$ cat src/rtl/alu_pkg.sv
// rtl/alu_pkg.sv - Opcode constants, default width and helpers shared by the ALU command issuer.
package alu_pkg;

  localparam int ALU_WIDTH = 4;

  typedef logic [2:0] alu_op_t;

  localparam alu_op_t OP_ADD = 3'b000;
  localparam alu_op_t OP_SUB = 3'b001;
  localparam alu_op_t OP_AND = 3'b010;
  localparam alu_op_t OP_OR  = 3'b011;
  localparam alu_op_t OP_XOR = 3'b100;
  localparam alu_op_t OP_NOT = 3'b101;

  function automatic logic op_is_arith(input alu_op_t op);
    return (op == OP_ADD) || (op == OP_SUB);
  endfunction

endpackage

$ cat src/rtl/alu_ref_model.sv
// rtl/alu_ref_model.sv - Combinational golden model of the 4-bit ALU used for on-line self-checking.
module alu_ref_model import alu_pkg::*; #(
  parameter int WIDTH = ALU_WIDTH
) (
  input  logic [WIDTH-1:0] a,
  input  logic [WIDTH-1:0] b,
  input  alu_op_t          sel,
  output logic [WIDTH-1:0] result,
  output logic             carry
);

  logic [WIDTH:0] wide;

  // Top bit of the widened difference is the borrow for SUB.
  always_comb begin
    wide = '0;
    case (sel)
      OP_ADD:  wide = {1'b0, a} + {1'b0, b};
      OP_SUB:  wide = {1'b0, a} - {1'b0, b};
      OP_AND:  wide = {1'b0, a & b};
      OP_OR:   wide = {1'b0, a | b};
      OP_XOR:  wide = {1'b0, a ^ b};
      OP_NOT:  wide = {1'b0, ~a};
      default: wide = '0;
    endcase
    result = wide[WIDTH-1:0];
    carry  = wide[WIDTH];
  end

endmodule

$ cat src/rtl/alu_cmd_issuer.sv
// rtl/alu_cmd_issuer.sv - Issues commands to the combinational ALU and returns captured results.
// Optional self-check against alu_ref_model under ALU_CMD_ISSUER_SELF_CHECK_EN.
module alu_cmd_issuer import alu_pkg::*; #(
  parameter int WIDTH  = ALU_WIDTH,
  parameter int SETTLE = 1,
  parameter int CNT_W  = 8
) (
  input  logic             clk,
  input  logic             rst,
  input  logic             cmd_valid,
  output logic             cmd_ready,
  input  logic [2:0]       cmd_op,
  input  logic [WIDTH-1:0] cmd_a,
  input  logic [WIDTH-1:0] cmd_b,
  output logic [WIDTH-1:0] alu_a,
  output logic [WIDTH-1:0] alu_b,
  output logic [2:0]       alu_sel,
  input  logic [WIDTH-1:0] alu_result,
  input  logic             alu_carry,
  output logic             rsp_valid,
  input  logic             rsp_ready,
  output logic [2:0]       rsp_op,
  output logic [WIDTH-1:0] rsp_result,
  output logic             rsp_carry,
  output logic             busy,
  output logic [CNT_W-1:0] done_count,
  output logic             err
);

  typedef enum logic [1:0] {IDLE, WAIT, RESP} state_t;

  state_t     state, state_nxt;
  logic [3:0] settle_cnt;
  logic       accept, capture, rsp_hs;

  // Reset gating keeps the handshake outputs quiet for the whole reset pulse.
  assign cmd_ready = (state == IDLE) && !rst;
  assign busy      = (state != IDLE) && !rst;
  assign rsp_valid = (state == RESP) && !rst;

  assign accept  = cmd_valid && cmd_ready;
  assign capture = (state == WAIT) && (settle_cnt == 4'd1);
  assign rsp_hs  = rsp_valid && rsp_ready;

  always_ff @(posedge clk) begin
    if (rst) state <= IDLE;
    else     state <= state_nxt;
  end

  always_comb begin
    state_nxt = state;
    case (state)
      IDLE:    if (accept) state_nxt = WAIT;
      WAIT:    if (settle_cnt == 4'd1) state_nxt = RESP;
      RESP:    if (rsp_ready) state_nxt = IDLE;
      default: state_nxt = IDLE;
    endcase
  end

  always_ff @(posedge clk) begin
    if (rst) begin
      alu_a      <= '0;
      alu_b      <= '0;
      alu_sel    <= '0;
      settle_cnt <= '0;
      rsp_op     <= '0;
      rsp_result <= '0;
      rsp_carry  <= 1'b0;
      done_count <= '0;
    end else begin
      if (accept) begin
        alu_a      <= cmd_a;
        alu_b      <= cmd_b;
        alu_sel    <= cmd_op;
        settle_cnt <= 4'(SETTLE);
      end else if (state == WAIT) begin
        settle_cnt <= settle_cnt - 4'd1;
      end
      // Logic ops leave the ALU carry undefined, so it is masked here.
      if (capture) begin
        rsp_op     <= alu_sel;
        rsp_result <= alu_result;
        rsp_carry  <= op_is_arith(alu_sel) && alu_carry;
      end
      if (rsp_hs) done_count <= done_count + CNT_W'(1);
    end
  end

`ifdef ALU_CMD_ISSUER_SELF_CHECK_EN
  logic [WIDTH-1:0] ref_result;
  logic             ref_carry;
  logic             mismatch;

  alu_ref_model #(.WIDTH(WIDTH)) u_ref_model (
    .a      (alu_a),
    .b      (alu_b),
    .sel    (alu_sel),
    .result (ref_result),
    .carry  (ref_carry)
  );

  assign mismatch = (ref_result != alu_result) ||
                    (op_is_arith(alu_sel) && (ref_carry != alu_carry));

  always_ff @(posedge clk) begin
    if (rst)                      err <= 1'b0;
    else if (capture && mismatch) err <= 1'b1;
  end
`else
  assign err = 1'b0;
`endif

endmodule
$ cat config.mk
export PLATFORM = sky130hd
export DESIGN_NAME = alu_cmd_issuer
export DESIGN_NICKNAME = d
export VERILOG_FILES = /design/src/rtl/alu_pkg.sv /design/src/rtl/alu_ref_model.sv /design/src/rtl/alu_cmd_issuer.sv
export SDC_FILE = /design/constraint.sdc
export NUM_CORES = 1
export LEC_CHECK = 0
export BUFFER_PORTS_ARGS = -buffer_cell sky130_fd_sc_hd__buf_2
export CORE_MARGIN = 1
export CORE_UTILIZATION = 25
export DETAILED_ROUTE_END_ITERATION = 10
export PLACE_DENSITY_LB_ADDON = 0.12
export SYNTH_ARGS = -nofsm -noshare
export SYNTH_HDL_FRONTEND = slang
export SYNTH_SLANG_ARGS = --single-unit
$ cat constraint.sdc
create_clock -name clk -period 2.4 [get_ports clk]
set_input_delay 0.48 -clock clk [delete_from_list [all_inputs] [get_ports clk]]
set_output_delay 0.48 -clock clk [all_outputs]
set_load 0.02 [all_outputs]
== Word level (Yosys, flattened, before mapping) ==
Cells that the tools add are included.
Widths: inputs -> output; s select.

* Flip-flop bits (word level): 33
* Output and inout port bits: 31
* Logic and storage cells: 40

* Add/sub/neg operators: 2
* Equality and inequality tests: 7
* Muxes and demuxes: 6
* Reduce and logical (&&, ||, !) cells: 15

{| class="wikitable"
|+ Operators with widths
! cell !! count
|-
| $add 8x1->8 const B || 1
|-
| $logic_and 1x1->1 || 7
|-
| $mux 2 || 3
|-
| $pmux 2 s3 || 1
|-
| $eq 4x1->1 const B || 1
|-
| $ne 2x2->1 const B || 2
|-
| $reduce_bool 2->1 || 2
|-
| $sub 4x1->4 const B || 1
|-
| $eq 3x1->1 const B || 1
|-
| $logic_not 3->1 || 1
|-
| $reduce_and 3->1 || 1
|-
| $eq 2x1->1 const B || 1
|-
| $eq 2x2->1 const B || 1
|-
| $logic_not 2->1 || 1
|-
| $mux 1 || 2
|-
| $ne 2x1->1 const B || 1
|-
| $reduce_or 2->1 || 1
|-
| $logic_not 1->1 || 1
|-
| $logic_or 1x1->1 || 1
|}

== Logic depth before layout (Yosys ltp) ==
Gate-level depths: netlist of run 1.

* Depth in word-level cells: 5
* Gate-level depth with buffers: 6
* Depth with buffers taken out: 5

== Worst setup path after synthesis of run 1 ==
No wires, ideal clock.

* Path type: input -> output
* Start: input port rst
* End: output port rsp_valid
* Data arrival time: 1.310 ns
* Required time: 1.920 ns
* Slack: 0.610 ns
* Cell stages on the path: 3
* Cell sequence: buf_6 > clkbuf_1 > nor3b_1

* Cells in the longest elaborated chain, start to end: 2

{| class="wikitable"
|+ RTL lines
! item !! RTL line !! RTL
|-
| start: declaration || alu_cmd_issuer.sv:9 || <nowiki>input logic rst,</nowiki>
|-
| $logic_not 1->1 || alu_cmd_issuer.sv:39 || <nowiki>assign rsp_valid = (state == RESP) && !rst;</nowiki>
|-
| $logic_and 1x1->1 || alu_cmd_issuer.sv:39 ||
|-
| end: declaration || alu_cmd_issuer.sv:20 || <nowiki>output logic rsp_valid,</nowiki>
|}

Every way passes these cells.

== Worst setup path in the final report of run 1 ==
* Start: input port rst
* End: output port cmd_ready

* Cells in the longest elaborated chain, start to end: 2

{| class="wikitable"
|+ RTL lines
! item !! RTL line !! RTL
|-
| $logic_not 1->1 || alu_cmd_issuer.sv:37 || <nowiki>assign cmd_ready = (state == IDLE) && !rst;</nowiki>
|-
| $logic_and 1x1->1 || alu_cmd_issuer.sv:37 ||
|-
| end: declaration || alu_cmd_issuer.sv:11 || <nowiki>output logic cmd_ready,</nowiki>
|}

Every way passes these cells.

==> results of run 1 <==
-- state kept, by name (all words and copies together), names as in the netlist --
signal / flops
state: 2
settle_cnt: 4
rsp_op: 3
done_count: 8
alu_sel: 3
rsp_carry: 1
rsp_result: 4
alu_a: 4
alu_b: 4
-- logic make-up (layout without fill, tap and decap cells) --
| group | count (synthesis) | after routing | synth area share [%] |
|---|---|---|---|
| other | 1 | 1 | 0.277 |
| buffers and inverters | 15 | 63 | 5.26 |
| xor gates and xnor gates | 3 | 3 | 1.94 |
| and+or+nand+nor | 40 | 40 | 18.7 |
| AOI/OAI and AO/OA | 48 | 48 | 22.3 |
| DFF | 33 | 33 | 48.8 |
| adders and majority gates | 3 | 3 | 2.77 |
-- stage by stage --
step	hold WS [ns]	util, %	cells	setup slack [ns]	cell area, µm²
2_1_floorplan	0.464	-	143	0.610	1360
3_3_place_gp	0.458	31.8	253	0.531	1640
3_5_place_dp	0.462	31.8	253	0.454	1640
4_1_cts	0.395	33.3	261	0.644	1720
5_1_grt	0.398	33.3	261	0.605	1720
6_report	0.407	33.3	261	0.633	1720
-- cell usage in the layout, fill, tap and decap left out, types with 2 or more instances in the layout --
cell type,synthesis,final
a22o_1,11,11
clkbuf_1,5,3
ha_1,3,3
nor3b_1,2,2
o21ai_0,11,11
nand3_1,9,9
nor3_1,2,2
nand2_1,3,3
nand3b_1,3,3
o31ai_1,5,5
or3_1,2,2
inv_1,5,5
nand4_1,2,2
nor2_1,7,7
a21oi_1,18,18
dfxtp_1,33,33
clkbuf_8,0,5
xor2_1,2,2
or4_1,4,4
buf_2,3,49
-- cell type report --
cell class | count | area [µm²]
fillers | 548 | 3450
flip-flops and latches | 33 | 661
multi-input cells | 95 | 623
repair buffers | 50 | 253
well taps | 70 | 87.6
clock buffers | 8 | 80.1
inverters | 5 | 18.8
-- worst max-delay path: cells and delay by family --
kind	cells	cell delay [ns]
buf+inv	2	0.48
simple gates	1	0.32
-- worst max-delay path by stage --
stage	endpoint	slack [ns]	cells past startpoint	from
2_1_floorplan	rsp_valid	0.61	3	rst
5_1_grt	cmd_ready	0.61	3	rst
6_report	cmd_ready	0.63	3	rst
3_5_place_dp	done_count[6]	0.45	4	rst
4_1_cts	cmd_ready	0.64	3	rst
3_3_place_gp	done_count[7]	0.53	4	rst
-- power by group through the flow --
stage	Clock (µW)	Sequential, µW	Combinational, µW
2_1_floorplan	0	656	143
3_3_place_gp	0	633	239
3_5_place_dp	0	633	241
4_1_cts	412	622	242
5_1_grt	432	629	267
6_report	392	622	237
-- per-layer routing --
layer | vias up | wire length (µm) | global-route usage (%) | part of all wire [%]
met5 | - | 0 | 0 | 0
met4 | 0 | 51 | 4.94 | 1.6
met3 | 6 | 184 | 4.89 | 5.9
met2 | 39 | 1430 | 18.7 | 46
met1 | 568 | 1440 | 15.3 | 46
li1 | 612 | - | - | -
==> impl_metrics.csv, run 1 <==
group,metric,value,unit
clock_tree,post_cts.resized_instances,0,
final_layout,post_route_cells_drive_above_1_share,30.4,%
worst_setup_path,critical_path.reg2reg.startpoint,"state[1]",
route,first_iter_violations,45,
yosys,yosys.area.top_type,"dfxtp_1",
timing,timing.final.crit_share,73.6,%
worst_setup_path,setup.worst_path.class,"input pin to primary output",
worst_hold_path,hold_path_startpoint,"cmd_b[3]",
worst_setup_path,end_kind,"primary output",
worst_hold_path,holdCritPathClass,"input pin to register",
timing,worst_clock_skew,0.00276,ns
global_route,grt_max_degree,26,
yosys,synth_warnings,0,
power_and_ir_drop,power.combinational.fraction,19.0,%
timing,minimum_clock_period,1.77,ns
yosys,seq_area_frac_synth,48.8,%
floorplanning,dieHeight,75.6,µm
worst_hold_path,hold-path-endpoint,"alu_b[3]",
route,post_drt_via_cell_ratio,4.69,
yosys,synth-seq-cells,33,
yosys,synth-async-reset-ratio,0,%
power_and_ir_drop,share_clk_of_total_power,31.3,%
global_route,grt_util_all_layers,12.2,%
floorplanning,floorplan.die_area,5720,µm²
timing,maxClockFrequency,566,MHz
power_and_ir_drop,share_seq_of_total_power,49.7,%
clock_tree,cts_setup_buffers,0,
worst_setup_path,setup.worst_path.start_class,"input pin",
floorplanning,initial_utilization,26.2,%
timing,setup_repair_after_global_routing_missed_its_margin,"no",
timing,number_of_endpoints_failing_setup_at_the_final_stage,0,
timing,tns,0,ns
clock_tree,max_buffers_root_to_sink,2,
clock_tree,cts_root_buf,"clkbuf_8",
worst_setup_path,crit_path_top_delay_cell,"nor3_1",
route,route.antenna.remaining_nets,0,
worst_hold_path,min_delay_path_depth,2,
route,drc,0,
yosys,synth_area,1360,µm²
timing,timing.final.hold_violations,0,
worst_setup_path,cp_data_arrival_time,1.29,ns
floorplanning,placeable_core_region,5170,µm²
run,drv.max_cap_violation_count,0,
power_and_ir_drop,cellInternalPower,885,µW
placement,port-buffer-count,49,
global_route,antenna_violations_before_repair,0,
global_route,first_pass_grt_wire_length,5190,µm
timing,timing.final.max_slew_violations,0,
worst_setup_path,timing.rr.end,"alu_sel[0]",
worst_setup_path,ff2ff_setup_slack,0.84,ns
clock_tree,cts_hold_buf,0,
timing,tightest_slew,0.798,ns
global_route,gr-total-overflow,0,
route,detail_route.wl_per_cell,11.9,µm
power_and_ir_drop,power_per_cell_area,726,nW/µm²
yosys,synth_top_area_share,48.8,%
yosys,synth_top_cells_by_count,"33 x dfxtp_1, 18 x a21oi_1, 11 x a22o_1, 11 x o21ai_0, 9 x nand3_1",
yosys,count_of_flip_flops_with_a_built_in_enable_after_synthesis,0,
worst_setup_path,timing.critical_path.mode_cell,"buf_2",
power_and_ir_drop,power.net_switching,366,µW
route,total_wire_length,3110,µm
worst_setup_path,crit_path_max_fanout,25,
clock_tree,worst_skew_late_latency,0.28,ns
clock_tree,clk_pin_slew,0.06,ns
yosys,synth_most_common_cell,"dfxtp_1",
yosys,dominantRegCellSynth,"dfxtp_1",
floorplanning,dieWidth,75.6,µm
yosys,synth.lib_cells_used.distinct,32,
floorplanning,top_level_ports,51,
clock_tree,clock_tree_from_tritoncts,"done",
worst_setup_path,worstPathRequired,1.92,ns
yosys,postSynthNetCount,166,
floorplanning,std_cell_rows,26,
run_status,result_of_the_run,"completed",
worst_setup_path,cp_cell_sequence,"buf_2 -> nor3_1 -> buf_2",
final_layout,antenna_cells,0,
worst_setup_path,max_stage_delay,0.32,ns
yosys,synth_area_leaders,"dfxtp_1 49%, a22o_1 7.1%, a21oi_1 6.6%",
yosys,number_of_instances_in_the_synthesized_netlist,143,
final_layout,nets,213,
power_and_ir_drop,p_leak,0.000721,µW
clock_tree,cts_inserted_buffers,5,
global_route,grt_pass1_vias,1142,
power_and_ir_drop,total_power,1250,µW
route,num_vias,1225,
yosys,synthesis.area_per_instance,9.48,µm²
timing,max_slew_margin,46.8,%
clock_tree,ctsHtreeMaxLevel,2,
placement,hpwl,2220,µm
power_and_ir_drop,peakVddDrop,0.000266,V
final_layout,synthToLayoutAreaGrowth,27.1,%
power_and_ir_drop,power.share.switching,29.3,%
clock_tree,cts_sinks,33,
placement,gp_congestion,0.683,
worst_setup_path,count_of_cells_along_the_worst_register_to_register_path,3,
route,firstDrtPassIters,4,
Note: power is estimated with default switching activity, not from simulation.
==> inputs of run 2 (changes only) <==
Clock period 2.4 ns to 1.75 ns, I/O delays scaled along.
==> run 2 against run 1 <==
Net effect: global-route usage grew 0.32 points; final cell count grew 0.77%; routed wire length grew 4.3%; total power grew 41%; worst hold slack lost 0.13 ns; critical path type is now register to primary output; worst setup slack lost 0.48 ns; largest cell class unchanged; cell area grew 1.9%; clock skew grew 0.0036 ns.
==> impl_metrics.csv, run 2 (same netlist as run 1, synthesis figures left out) <==
group,metric,value,unit
timing,minimum_clock_period,1.60,ns
route,route.antenna.remaining_nets,0,
clock_tree,cts_root_buf,"clkbuf_8",
global_route,antenna_violations_before_repair,0,
final_layout,largest_register_ff_count,8,
clock_tree,ctsHtreeMaxLevel,2,
clock_tree,clk_pin_slew,0.07,ns
timing,final.hold.worst_slack,0.279,ns
worst_setup_path,critPathBufInv,1,
clock_tree,cts_hold_buf,0,
run_status,result_of_the_run,"completed",
worst_setup_path,max_stage_delay,0.48,ns
timing,worst_clock_skew,0.00639,ns
final_layout,synthToLayoutAreaGrowth,29.5,%
final_layout,layout.cells.most_common,"buf_2",
route,total_wire_length,3240,µm
worst_setup_path,critical_path.reg2reg.startpoint,"settle_cnt[0]",
global_route,gr-total-overflow,0,
power_and_ir_drop,p_leak,0.000740,µW
placement,gp_congestion,0.696,
worst_hold_path,min_delay_path_depth,2,
power_and_ir_drop,total_power,1760,µW
final_layout,antenna_cells,0,
worst_setup_path,ff2ff_setup_slack,0.21,ns
worst_hold_path,hold-path-endpoint,"alu_a[2]",
floorplanning,initial_utilization,26.2,%
clock_tree,cts_sinks,33,
placement,hpwl,2360,µm
floorplanning,std_cell_rows,26,
worst_setup_path,worstPathRequired,1.40,ns
final_layout,multi_input_area,627,µm²
route,firstDrtPassIters,4,
route,post_drt_via_cell_ratio,4.68,
final_layout,post_route_cells_drive_above_1_share,32.6,%
floorplanning,floorplan.die_area,5720,µm²
floorplanning,dieWidth,75.6,µm
floorplanning,dieHeight,75.6,µm
worst_hold_path,holdCritPathClass,"input pin to register",
clock_tree,post_cts.resized_instances,0,
route,drc,0,
final_layout,postLayoutCoreUtil,33.9,%
final_layout,design_area,1760,µm²
worst_setup_path,count_of_cells_along_the_worst_register_to_register_path,4,
final_layout,max_flop_register,"done_count",
clock_tree,cts_setup_buffers,0,
worst_hold_path,hold_path_startpoint,"cmd_a[2]",
worst_setup_path,crit_path_max_fanout,8,
worst_setup_path,setup.worst_path.start_class,"register",
placement,placement.cell_area,1670,µm²
worst_setup_path,cp_cell_sequence,"nor3b_1 -> buf_2",
global_route,first_pass_grt_wire_length,5210,µm
global_route,grt_max_degree,16,
route,detail_route.wl_per_cell,12.3,µm
clock_tree,cts_inserted_buffers,5,
timing,maxClockFrequency,625,MHz
power_and_ir_drop,peakVddDrop,0.000417,V
worst_setup_path,crit_path_top_delay_cell,"dfxtp_1",
global_route,grt_util_all_layers,12.5,%
timing,timing.final.crit_share,91.4,%
worst_setup_path,cp_data_arrival_time,1.25,ns
final_layout,footprint_of_the_flip_flops_and_latches,661,µm²
timing,timing.final.hold_violations,0,
run,drv.max_cap_violation_count,0,
final_layout,filler_cell_count,536,
power_and_ir_drop,power_per_cell_area,1010,nW/µm²
floorplanning,top_level_ports,51,
floorplanning,placeable_core_region,5170,µm²
timing,timing.final.max_slew_violations,0,
placement,port-buffer-count,49,
route,first_iter_violations,47,
clock_tree,worst_skew_late_latency,0.28,ns
worst_setup_path,end_kind,"primary output",
clock_tree,clock_tree_from_tritoncts,"done",
timing,number_of_endpoints_failing_setup_at_the_final_stage,0,
global_route,grt_pass1_vias,1140,
final_layout,most-common-layout-cells,"49 x buf_2, 33 x dfxtp_1, 17 x a21oi_1",
worst_setup_path,setup.worst_path.class,"register to primary output",
worst_setup_path,timing.rr.end,"rsp_op[2]",
timing,setup_repair_after_global_routing_missed_its_margin,"no",
route,num_vias,1230,
timing,tns,0,ns
worst_setup_path,path_delay_family,"flip-flops",
final_layout,nets,216,
clock_tree,max_buffers_root_to_sink,2,
==> run 2: area by class of cell <==
class,instances,share of cell area (%)
Sequential cell,33,37.6
Multi-Input combinational cell,95,35.7
Timing Repair Buffer,53,15.7
Tap cell,70,4.99
Clock buffer,7,4.92
Inverter,5,1.07
==> run 2: how the worst max path moves through the flow <==
stage	start	to	slack [ns]	depth (start not counted)
after floorplan	rst	alu_sel[2]	0.16	5
after global placement	rst	alu_b[3]	0.16	4
after detailed placement	rst	alu_a[1]	0.08	4
after CTS	state[1]	alu_a[1]	0.10	3
after global routing	settle_cnt[0]	rsp_result[2]	0.03	4
final	state[1]	rsp_valid	0.15	2
==> run 2: layer usage <==
layer | track usage, % | vias to the layer above | wire length, µm
li1 | - | 616 | -
met1 | 16.1 | 572 | 1510
met2 | 18.3 | 37 | 1430
met3 | 5.29 | 5 | 241
met4 | 5.56 | 0 | 55
met5 | 0 | - | 0
==> run 2: worst reg2reg max path: stages (launching register included) <==
cell	delay (ns)
dfxtp_1	0.42
ha_1	0.18
or3b_2	0.53
o21ai_0	0.20
a21oi_1	0.09
==> run 2: power by group <==
group          switching, µW  internal (µW)
clock network            258            312
registers               50.0            804
logic                    203            138
==> run 2: metrics by stage <==
| stage | std cells | setup WS (ns) |
|---|---|---|
| floorplan | 143 | 0.163 |
| global placement | 256 | 0.156 |
| detailed placement | 256 | 0.0781 |
| CTS | 263 | 0.105 |
| global route | 263 | 0.0341 |
| finish | 263 | 0.150 |
